[src/rtl/mdu_iterative_pkg.sv]
// Shared pipeline package: MDU operation codes, MDU state encoding and step counts.
package pipes;

  typedef enum logic [3:0] {
    MDU_NOP,
    MDU_MUL,
    MDU_DIV,
    MDU_DIVU,
    MDU_REM,
    MDU_REMU,
    MDU_MULW,
    MDU_DIVW,
    MDU_DIVUW,
    MDU_REMW,
    MDU_REMUW
  } mdu_op_t;

  typedef enum logic [1:0] {
    MDU_IDLE,
    MDU_BUSY,
    MDU_DONE
  } mdu_state_t;

  localparam int unsigned MDU_STEPS_D = 64;
  localparam int unsigned MDU_STEPS_W = 32;

  function automatic logic mdu_is_w(input mdu_op_t op);
    return (op == MDU_MULW) || (op == MDU_DIVW) || (op == MDU_DIVUW) ||
           (op == MDU_REMW) || (op == MDU_REMUW);
  endfunction

  function automatic logic mdu_is_mul(input mdu_op_t op);
    return (op == MDU_MUL) || (op == MDU_MULW);
  endfunction

  // Any quotient or remainder operation.
  function automatic logic mdu_is_div(input mdu_op_t op);
    return (op == MDU_DIV) || (op == MDU_DIVU) || (op == MDU_REM) || (op == MDU_REMU) ||
           (op == MDU_DIVW) || (op == MDU_DIVUW) || (op == MDU_REMW) || (op == MDU_REMUW);
  endfunction

  function automatic logic mdu_is_rem(input mdu_op_t op);
    return (op == MDU_REM) || (op == MDU_REMU) || (op == MDU_REMW) || (op == MDU_REMUW);
  endfunction

  function automatic logic mdu_is_signed(input mdu_op_t op);
    return (op == MDU_DIV) || (op == MDU_REM) || (op == MDU_DIVW) || (op == MDU_REMW);
  endfunction

endpackage

[src/rtl/mdu_iterative_if.sv]
// Request/response handshake bundle between the execute stage and the MDU.
interface mdu_iterative_if #(
  parameter int unsigned XLEN = 64
);
  import pipes::*;

  logic            in_valid;
  logic            in_ready;
  mdu_op_t         op;
  logic [XLEN-1:0] a;
  logic [XLEN-1:0] b;
  logic            flush;
  logic            out_valid;
  logic            out_ready;
  logic [XLEN-1:0] out_data;

  modport master (
    output in_valid, op, a, b, flush, out_ready,
    input  in_ready, out_valid, out_data
  );

  modport slave (
    input  in_valid, op, a, b, flush, out_ready,
    output in_ready, out_valid, out_data
  );

endinterface

[src/rtl/mdu_div_core.sv]
// Unsigned restoring divider, one quotient bit per cycle; also owns the MDU step counter.
module mdu_div_core
  import pipes::*;
#(
  parameter int unsigned XLEN = 64
) (
  input  logic            clk,
  input  logic            reset,
  input  logic            abort,
  input  logic            start,
  input  logic            step,
  input  logic            w_mode,
  input  logic [XLEN-1:0] dividend,
  input  logic [XLEN-1:0] divisor,
  output logic            last,
  output logic [XLEN-1:0] quo_nxt,
  output logic [XLEN-1:0] rem_nxt
);

  localparam bit HAS_W = (XLEN == 64);

  logic [XLEN-1:0] rem_q;
  logic [XLEN-1:0] quo_q;
  logic [XLEN-1:0] dvs_q;
  logic [6:0]      cnt_q;
  logic            half_q;

  logic [XLEN:0]   shifted;
  logic [XLEN-1:0] trial;
  logic            fits;

  // Next-step values are exported so the top can register the final result on the last step.
  always_comb begin
    shifted = {rem_q, quo_q[XLEN-1]};
    trial   = shifted[XLEN-1:0] - dvs_q;
    fits    = shifted >= {1'b0, dvs_q};
    rem_nxt = fits ? trial : shifted[XLEN-1:0];
    quo_nxt = {quo_q[XLEN-2:0], fits};
    last    = cnt_q == (half_q ? 7'(MDU_STEPS_W - 1) : 7'(XLEN - 1));
  end

  // A 32-step run is left-aligned so the dividend MSB is consumed first.
  always_ff @(posedge clk) begin
    if (reset || abort) begin
      cnt_q  <= '0;
      rem_q  <= '0;
      quo_q  <= '0;
      dvs_q  <= '0;
      half_q <= 1'b0;
    end else if (start) begin
      cnt_q  <= '0;
      rem_q  <= '0;
      half_q <= HAS_W && w_mode;
      quo_q  <= (HAS_W && w_mode) ? (dividend << MDU_STEPS_W) : dividend;
      dvs_q  <= divisor;
    end else if (step) begin
      cnt_q <= cnt_q + 7'd1;
      rem_q <= rem_nxt;
      quo_q <= quo_nxt;
    end
  end

endmodule

[src/rtl/mdu_iterative.sv]
// Iterative RISC-V M-extension multiply/divide unit with valid/ready handshakes.
// Optional macro MDU_FAST_MUL_EN: MUL/MULW complete in one cycle with a '*' multiplier.
module mdu_iterative
  import pipes::*;
#(
  parameter int unsigned XLEN = 64
) (
  input logic           clk,
  input logic           reset,
  mdu_iterative_if.slave bus
);

  localparam logic [XLEN-1:0] XMIN = {1'b1, {(XLEN-1){1'b0}}};

  function automatic logic [XLEN-1:0] sext32(input logic [31:0] v);
    return XLEN'(signed'(v));
  endfunction

  mdu_state_t      state;
  logic            out_valid_q;
  logic [XLEN-1:0] out_data_q;

  logic            w_q;
  logic            mul_q;
  logic            is_rem_q;
  logic            neg_quo_q;
  logic            neg_rem_q;
  logic [XLEN-1:0] mcand_q;
  logic [XLEN-1:0] mplier_q;
  logic [XLEN-1:0] acc_q;

  logic            in_ready;
  logic            accept;
  logic            is_w;
  logic            is_mul;
  logic            is_div;
  logic            is_rem;
  logic            is_sgn;
  logic            sa;
  logic            sb;
  logic            b_zero;
  logic            ovf;
  logic            special;
  logic [31:0]     a_lo;
  logic [31:0]     b_lo;
  logic [31:0]     a_abs32;
  logic [31:0]     b_abs32;
  logic [XLEN-1:0] a_mag;
  logic [XLEN-1:0] b_mag;
  logic [XLEN-1:0] a_res;
  logic [XLEN-1:0] special_res;
`ifdef MDU_FAST_MUL_EN
  logic [XLEN-1:0] prod;
`endif

  logic            core_last;
  logic [XLEN-1:0] core_quo;
  logic [XLEN-1:0] core_rem;
  logic [XLEN-1:0] acc_nxt;
  logic [XLEN-1:0] quo_s;
  logic [XLEN-1:0] rem_s;
  logic [XLEN-1:0] sel_res;
  logic [XLEN-1:0] final_res;

  assign in_ready      = (state == MDU_IDLE) && !reset;
  assign accept        = bus.in_valid && in_ready && !bus.flush;
  assign bus.in_ready  = in_ready;
  assign bus.out_valid = out_valid_q;
  assign bus.out_data  = out_data_q;

  // Operand decode, magnitude extraction and single-cycle special cases.
  always_comb begin
    a_lo    = bus.a[31:0];
    b_lo    = bus.b[31:0];
    is_w    = mdu_is_w(bus.op);
    is_mul  = mdu_is_mul(bus.op);
    is_div  = mdu_is_div(bus.op);
    is_rem  = mdu_is_rem(bus.op);
    is_sgn  = mdu_is_signed(bus.op);
    sa      = 1'b0;
    sb      = 1'b0;
    a_abs32 = a_lo;
    b_abs32 = b_lo;
    a_mag   = bus.a;
    b_mag   = bus.b;
    b_zero  = 1'b0;
    ovf     = 1'b0;
    a_res   = bus.a;
    if (is_w) begin
      sa      = is_sgn && a_lo[31];
      sb      = is_sgn && b_lo[31];
      a_abs32 = sa ? (~a_lo + 32'd1) : a_lo;
      b_abs32 = sb ? (~b_lo + 32'd1) : b_lo;
      a_mag   = XLEN'(a_abs32);
      b_mag   = XLEN'(b_abs32);
      b_zero  = (b_lo == '0);
      ovf     = is_sgn && (a_lo == 32'h8000_0000) && (b_lo == '1);
      a_res   = sext32(a_lo);
    end else begin
      sa     = is_sgn && bus.a[XLEN-1];
      sb     = is_sgn && bus.b[XLEN-1];
      a_mag  = sa ? (~bus.a + XLEN'(1)) : bus.a;
      b_mag  = sb ? (~bus.b + XLEN'(1)) : bus.b;
      b_zero = (bus.b == '0);
      ovf    = is_sgn && (bus.a == XMIN) && (bus.b == '1);
    end

    special     = 1'b0;
    special_res = '0;
`ifdef MDU_FAST_MUL_EN
    prod        = bus.a * bus.b;
`endif
    if (bus.op == MDU_NOP) begin
      special = 1'b1;
    end else if (is_div && b_zero) begin
      special     = 1'b1;
      special_res = is_rem ? a_res : '1;
    end else if (is_div && ovf) begin
      special     = 1'b1;
      special_res = is_rem ? '0 : a_res;
    end
`ifdef MDU_FAST_MUL_EN
    else if (is_mul) begin
      special     = 1'b1;
      special_res = is_w ? sext32(prod[31:0]) : prod;
    end
`endif
  end

  // Shift-add step and sign post-processing of the divider result.
  always_comb begin
    acc_nxt   = acc_q + (mplier_q[0] ? mcand_q : '0);
    quo_s     = neg_quo_q ? (~core_quo + XLEN'(1)) : core_quo;
    rem_s     = neg_rem_q ? (~core_rem + XLEN'(1)) : core_rem;
    sel_res   = mul_q ? acc_nxt : (is_rem_q ? rem_s : quo_s);
    final_res = w_q ? sext32(sel_res[31:0]) : sel_res;
  end

  mdu_div_core #(
    .XLEN (XLEN)
  ) u_div_core (
    .clk      (clk),
    .reset    (reset),
    .abort    (bus.flush),
    .start    (accept && !special),
    .step     (state == MDU_BUSY),
    .w_mode   (is_w),
    .dividend (a_mag),
    .divisor  (b_mag),
    .last     (core_last),
    .quo_nxt  (core_quo),
    .rem_nxt  (core_rem)
  );

  always_ff @(posedge clk) begin
    if (reset) begin
      state       <= MDU_IDLE;
      out_valid_q <= 1'b0;
      out_data_q  <= '0;
      w_q         <= 1'b0;
      mul_q       <= 1'b0;
      is_rem_q    <= 1'b0;
      neg_quo_q   <= 1'b0;
      neg_rem_q   <= 1'b0;
      mcand_q     <= '0;
      mplier_q    <= '0;
      acc_q       <= '0;
    end else if (bus.flush) begin
      state       <= MDU_IDLE;
      out_valid_q <= 1'b0;
    end else begin
      case (state)
        MDU_IDLE: begin
          if (accept) begin
            if (special) begin
              state       <= MDU_DONE;
              out_valid_q <= 1'b1;
              out_data_q  <= special_res;
            end else begin
              state     <= MDU_BUSY;
              w_q       <= is_w;
              mul_q     <= is_mul;
              is_rem_q  <= is_rem;
              neg_quo_q <= sa ^ sb;
              neg_rem_q <= sa;
              mcand_q   <= bus.a;
              mplier_q  <= bus.b;
              acc_q     <= '0;
            end
          end
        end
        MDU_BUSY: begin
          acc_q    <= acc_nxt;
          mcand_q  <= mcand_q << 1;
          mplier_q <= mplier_q >> 1;
          if (core_last) begin
            state       <= MDU_DONE;
            out_valid_q <= 1'b1;
            out_data_q  <= final_res;
          end
        end
        MDU_DONE: begin
          if (bus.out_ready) begin
            state       <= MDU_IDLE;
            out_valid_q <= 1'b0;
          end
        end
        default: state <= MDU_IDLE;
      endcase
    end
  end

endmodule

[src/flat_wrapper.sv]
// flat-port wrapper written by rule: the top's interface ports become plain ports
module mdu_iterative_flat import pipes::*;
#(
  parameter int unsigned XLEN = 64
)
  (clk, reset, bus_in_valid, bus_op, bus_a, bus_b, bus_flush, bus_out_ready, bus_in_ready, bus_out_valid, bus_out_data);
  mdu_iterative_if #(.XLEN(XLEN)) bus_i ();
  input logic clk;
  input logic reset;
  input wire logic [$bits(bus_i.in_valid)-1:0] bus_in_valid;
  input wire logic [$bits(bus_i.op)-1:0] bus_op;
  input wire logic [$bits(bus_i.a)-1:0] bus_a;
  input wire logic [$bits(bus_i.b)-1:0] bus_b;
  input wire logic [$bits(bus_i.flush)-1:0] bus_flush;
  input wire logic [$bits(bus_i.out_ready)-1:0] bus_out_ready;
  output wire logic [$bits(bus_i.in_ready)-1:0] bus_in_ready;
  output wire logic [$bits(bus_i.out_valid)-1:0] bus_out_valid;
  output wire logic [$bits(bus_i.out_data)-1:0] bus_out_data;
  assign bus_i.in_valid = bus_in_valid;
  assign bus_i.op = bus_op;
  assign bus_i.a = bus_a;
  assign bus_i.b = bus_b;
  assign bus_i.flush = bus_flush;
  assign bus_i.out_ready = bus_out_ready;
  assign bus_in_ready = bus_i.in_ready;
  assign bus_out_valid = bus_i.out_valid;
  assign bus_out_data = bus_i.out_data;
  mdu_iterative #(.XLEN(XLEN)) u_core (.clk(clk), .reset(reset), .bus(bus_i));
endmodule
[config.mk]
export PLATFORM = sky130hd
export DESIGN_NAME = mdu_iterative_flat
export DESIGN_NICKNAME = d
export VERILOG_FILES = /design/src/rtl/mdu_iterative_pkg.sv /design/src/rtl/mdu_iterative_if.sv /design/src/rtl/mdu_div_core.sv /design/src/rtl/mdu_iterative.sv /design/src/flat_wrapper.sv
export SDC_FILE = /design/constraint.sdc
export NUM_CORES = 2
export LEC_CHECK = 0
export ABC_AREA = 1
export CAP_MARGIN = 20
export CORE_UTILIZATION = 45
export DETAILED_ROUTE_END_ITERATION = 12
export PLACE_DENSITY_LB_ADDON = 0.3
export SKIP_LAST_GASP = 1
export SYNTH_ARGS = -nofsm -noshare
export SYNTH_HDL_FRONTEND = slang
export SYNTH_HIERARCHICAL = 1
export SYNTH_SLANG_ARGS = --single-unit
[constraint.sdc]
create_clock -name clk -period 10.51 [get_ports clk]
set_input_delay 2.6275 -clock clk [delete_from_list [all_inputs] [get_ports clk]]
set_output_delay 2.6275 -clock clk [all_outputs]
set_load 0.01 [all_outputs]
==> results.sh <==
export IMPL_status="finished, final reports clean"
export IMPL_ys_types=59
export IMPL_grt_pass1_wl_um=312000
export IMPL_slew_headroom_pct=16.8
export IMPL_overflow=0
export IMPL_grt_max_degree=124
export IMPL_routed_wl_um=218000
export IMPL_post_cts_resize_count=0
export IMPL_placed_cell_area_mm2=0.0472
export IMPL_setup_violations=0
export IMPL_ys_seq_area_share_pct=20.5
export IMPL_crit_arrival_ps=7550
export IMPL_die_x_um=319
export IMPL_cts_sinks=464
export IMPL_cp_slowest_cell="nand3_2"
export IMPL_worstHoldPathCells=2
export IMPL_top_usage_layer="met1"
export IMPL_io_pins=203
export IMPL_grt_use_met3_pct=13.5
export IMPL_dp_hpwl_um=172000
export IMPL_dieArea_mm2=0.102
export IMPL_dp_cells=9301
export IMPL_async_flop_share_pct=0
export IMPL_grt_antenna_before_repair=13
export IMPL_clk_latency_ps=720
export IMPL_synth_area_mm2=0.0453
export IMPL_core_area_mm2=0.0999
export IMPL_vias=53100
export IMPL_setup_slack_ps=3550
export IMPL_cts_tree="done"
export IMPL_hold_end="u_core/mplier_q[21]$_SDFFE_PP0P_"
export IMPL_worstPathRequired_ps=11100
export IMPL_area_delta_synth_final_pct=8.72
export IMPL_critPathMostFrequentCell="nand2_1"
export IMPL_num_rows=116
export IMPL_dr_first_iter_drc_count=7762
export IMPL_synth_largest_area_cell="nand2_1"
export IMPL_syn_avg_cell_area_um2=5.55
export IMPL_power_static_leakage_nw=24.3
export IMPL_path_clk_slew_ps=60
export IMPL_ff2ff_path_depth=28
export IMPL_cts_root_buffer="clkbuf_16"
export IMPL_final_setup_tns_ps=0
export IMPL_r2r_slack_ps=3550
export IMPL_fin_worst_skew_ps=61.9
export IMPL_fin_cells=9410
export IMPL_p_total_mw=6.52
export IMPL_cp_max_fo=65
export IMPL_drtPass1Iterations=7
export IMPL_die_h_um=319
export IMPL_initial_core_util_pct=45.4
export IMPL_post_cts_buffers=0
export IMPL_synth_seq_cells=464
export IMPL_crit_type="reg2reg"
export IMPL_rsz0062_at_grt="false"
export IMPL_synth_edf_count=0
export IMPL_drv_slew=0
export IMPL_drive_gt1_share_pct=6.61
export IMPL_hp_class="reg2reg"
export IMPL_regToRegEndpoint="u_core/bus.out_data[34]$_SDFFE_PP0P_"
export IMPL_grt_pass1_vias=46000
export IMPL_synth_top_area_share_pct=21.0
export IMPL_startpoint_type="flip-flop"
export IMPL_ant_nets=0
export IMPL_fin_crit_sh_pct=66.3
export IMPL_p_per_area_mw_per_mm2=132
export IMPL_final_area_mm2=0.0492
export IMPL_grt_use_met1_pct=58.7
export IMPL_synth_nets=8430
export IMPL_yosysMostFrequentCell="nand2_1"
export IMPL_fmax_ghz=0.144
export IMPL_post_route_min_period_ps=6960
export IMPL_critPathMaxStageDelay_ps=680
export IMPL_vdd_ir_drop_max_uv=151
export IMPL_ctsLongestPathBuffers=3
export IMPL_numCtsBuffers=55
export IMPL_ys_warn_count=6
export IMPL_synth_cells=8158
export IMPL_worst_pin_slew_ps=1240
export IMPL_h_tree_depth=2
export IMPL_nNetsFinal=8335
export IMPL_post_place_ws_ps=2920
export IMPL_crit_path_end_kind="flip-flop"
export IMPL_met2_usage_pct=55.4
export IMPL_vias_per_cell=5.65
export IMPL_cap_violations=0
export IMPL_ys_flop_type="dfxtp_1"
export IMPL_cts_hold_buffers=0
export IMPL_gp_congestion=1.10
export IMPL_drc=0
export IMPL_port_buffer_count=202
export IMPL_r2r_start="u_core/u_div_core/dvs_q[53]$_SDFFE_PP0P_"
export IMPL_groute_usage_overall_pct=41.0
export IMPL_min_delay_start="u_core/mplier_q[21]$_SDFFE_PP0P_"
export IMPL_wl_per_cell_um=23.2
export IMPL_synth_common_cells="nand2_1 (2529), inv_1 (1197), nor2_1 (900)"
export IMPL_finalHoldViolations=0
export IMPL_synthTopCellsByArea="nand2_1 (21%), dfxtp_1 (21%), inv_1 (9.9%)"
[layout make-up]
cell class | count | area, um^2
clock inverter | 20 | 329
multi-input combinational | 6054 | 29200
fill | 11000 | 50600
antenna | 3 | 7.51
timing repair buffer | 250 | 2440
tap | 1298 | 1620
sequential | 464 | 9300
clock buffer | 83 | 1650
inverter | 1238 | 4650
[registers in the layout (all words and copies together), names as in the netlist]
register                  count
u_core/acc_q                 64
u_core/bus.out_data          64
u_core/bus.out_valid          1
u_core/is_rem_q               1
u_core/mcand_q               64
u_core/mplier_q              64
u_core/mul_q                  1
u_core/neg_quo_q              1
u_core/neg_rem_q              1
u_core/state                  2
u_core/u_div_core/cnt_q       7
u_core/u_div_core/dvs_q      64
u_core/u_div_core/half_q      1
u_core/u_div_core/quo_q      64
u_core/u_div_core/rem_q      64
u_core/w_q                    1
[logic make-up after synthesis]
family,Yosys count,share of synthesized area (%)
AO/OA/AOI/OAI,1219,15.1
buffers and inverters,1640,15.1
AND/OR/NAND/NOR,4558,42.8
XOR/XNOR,142,2.75
flip-flops,464,20.5
adder cells (fa/ha/maj),135,3.76
[critical path: cells and delay by family, from the launching register on]
kind	cells	cell delay [ps]
AO/OA/AOI/OAI	4	1100
adder cells (fa/ha/maj)	1	360
buffers and inverters	5	1390
AND/OR/NAND/NOR	18	3550
flip-flops	1	290
[how the worst max path moves through the flow]
| stage | from | endpoint | slack, ps | cells after the start |
|---|---|---|---|---|
| floorplan | reset | bus_in_ready | 4420 | 3 |
| global placement | bus_b[37] | u_core/u_div_core/quo_q[19]$_SDFFE_PP0P_ | 2920 | 19 |
| detailed placement | bus_b[38] | u_core/u_div_core/quo_q[19]$_SDFFE_PP0P_ | 2920 | 19 |
| CTS | bus_b[38] | u_core/u_div_core/quo_q[19]$_SDFFE_PP0P_ | 3660 | 19 |
| global route | u_core/u_div_core/dvs_q[53]$_SDFFE_PP0P_ | u_core/bus.out_data[57]$_SDFFE_PP0P_ | 3380 | 29 |
| finish | u_core/u_div_core/dvs_q[53]$_SDFFE_PP0P_ | u_core/bus.out_data[34]$_SDFFE_PP0P_ | 3550 | 28 |
[power breakdown]
group          leakage, nW  total [mW]  internal (mW)  switching, mW
sequential            3.75        1.85           1.80         0.0470
clock                0.970        2.13           1.24          0.896
combinational         19.5        2.54          0.636           1.90
total                 24.3        6.52           3.67           2.85
[cells in the final DEF (no fill, tap or decap), types with 43 or more instances in the layout]
master / instances
a21oi_2: 109
nand4_1: 81
clkdlybuf4s50_1: 201
nand2_1: 2527
nand2_2: 116
xor2_1: 114
buf_4: 43
nand3_1: 651
o21ai_1: 58
clkbuf_16: 55
a21oi_1: 450
dfxtp_1: 459
inv_1: 1194
nor2_1: 896
nand3_2: 65
o21ai_0: 467
ha_1: 133
nor3_1: 87
[routing by layer]
metal  routed length (um)  vias up
li1                     -    25500
met5                   90        -
met3                28900      361
met1                95300    24400
met2                84600     2869
met4                 9460       12
[per-stage QoR]
stage	utilization [%]	hold slack (ps)
floorplan	-	437
global placement	47.3	448
detailed placement	47.3	452
CTS	49.2	462
global route	49.3	470
finish	49.3	462
No activity file was read; power rests on OpenSTA's default activity.
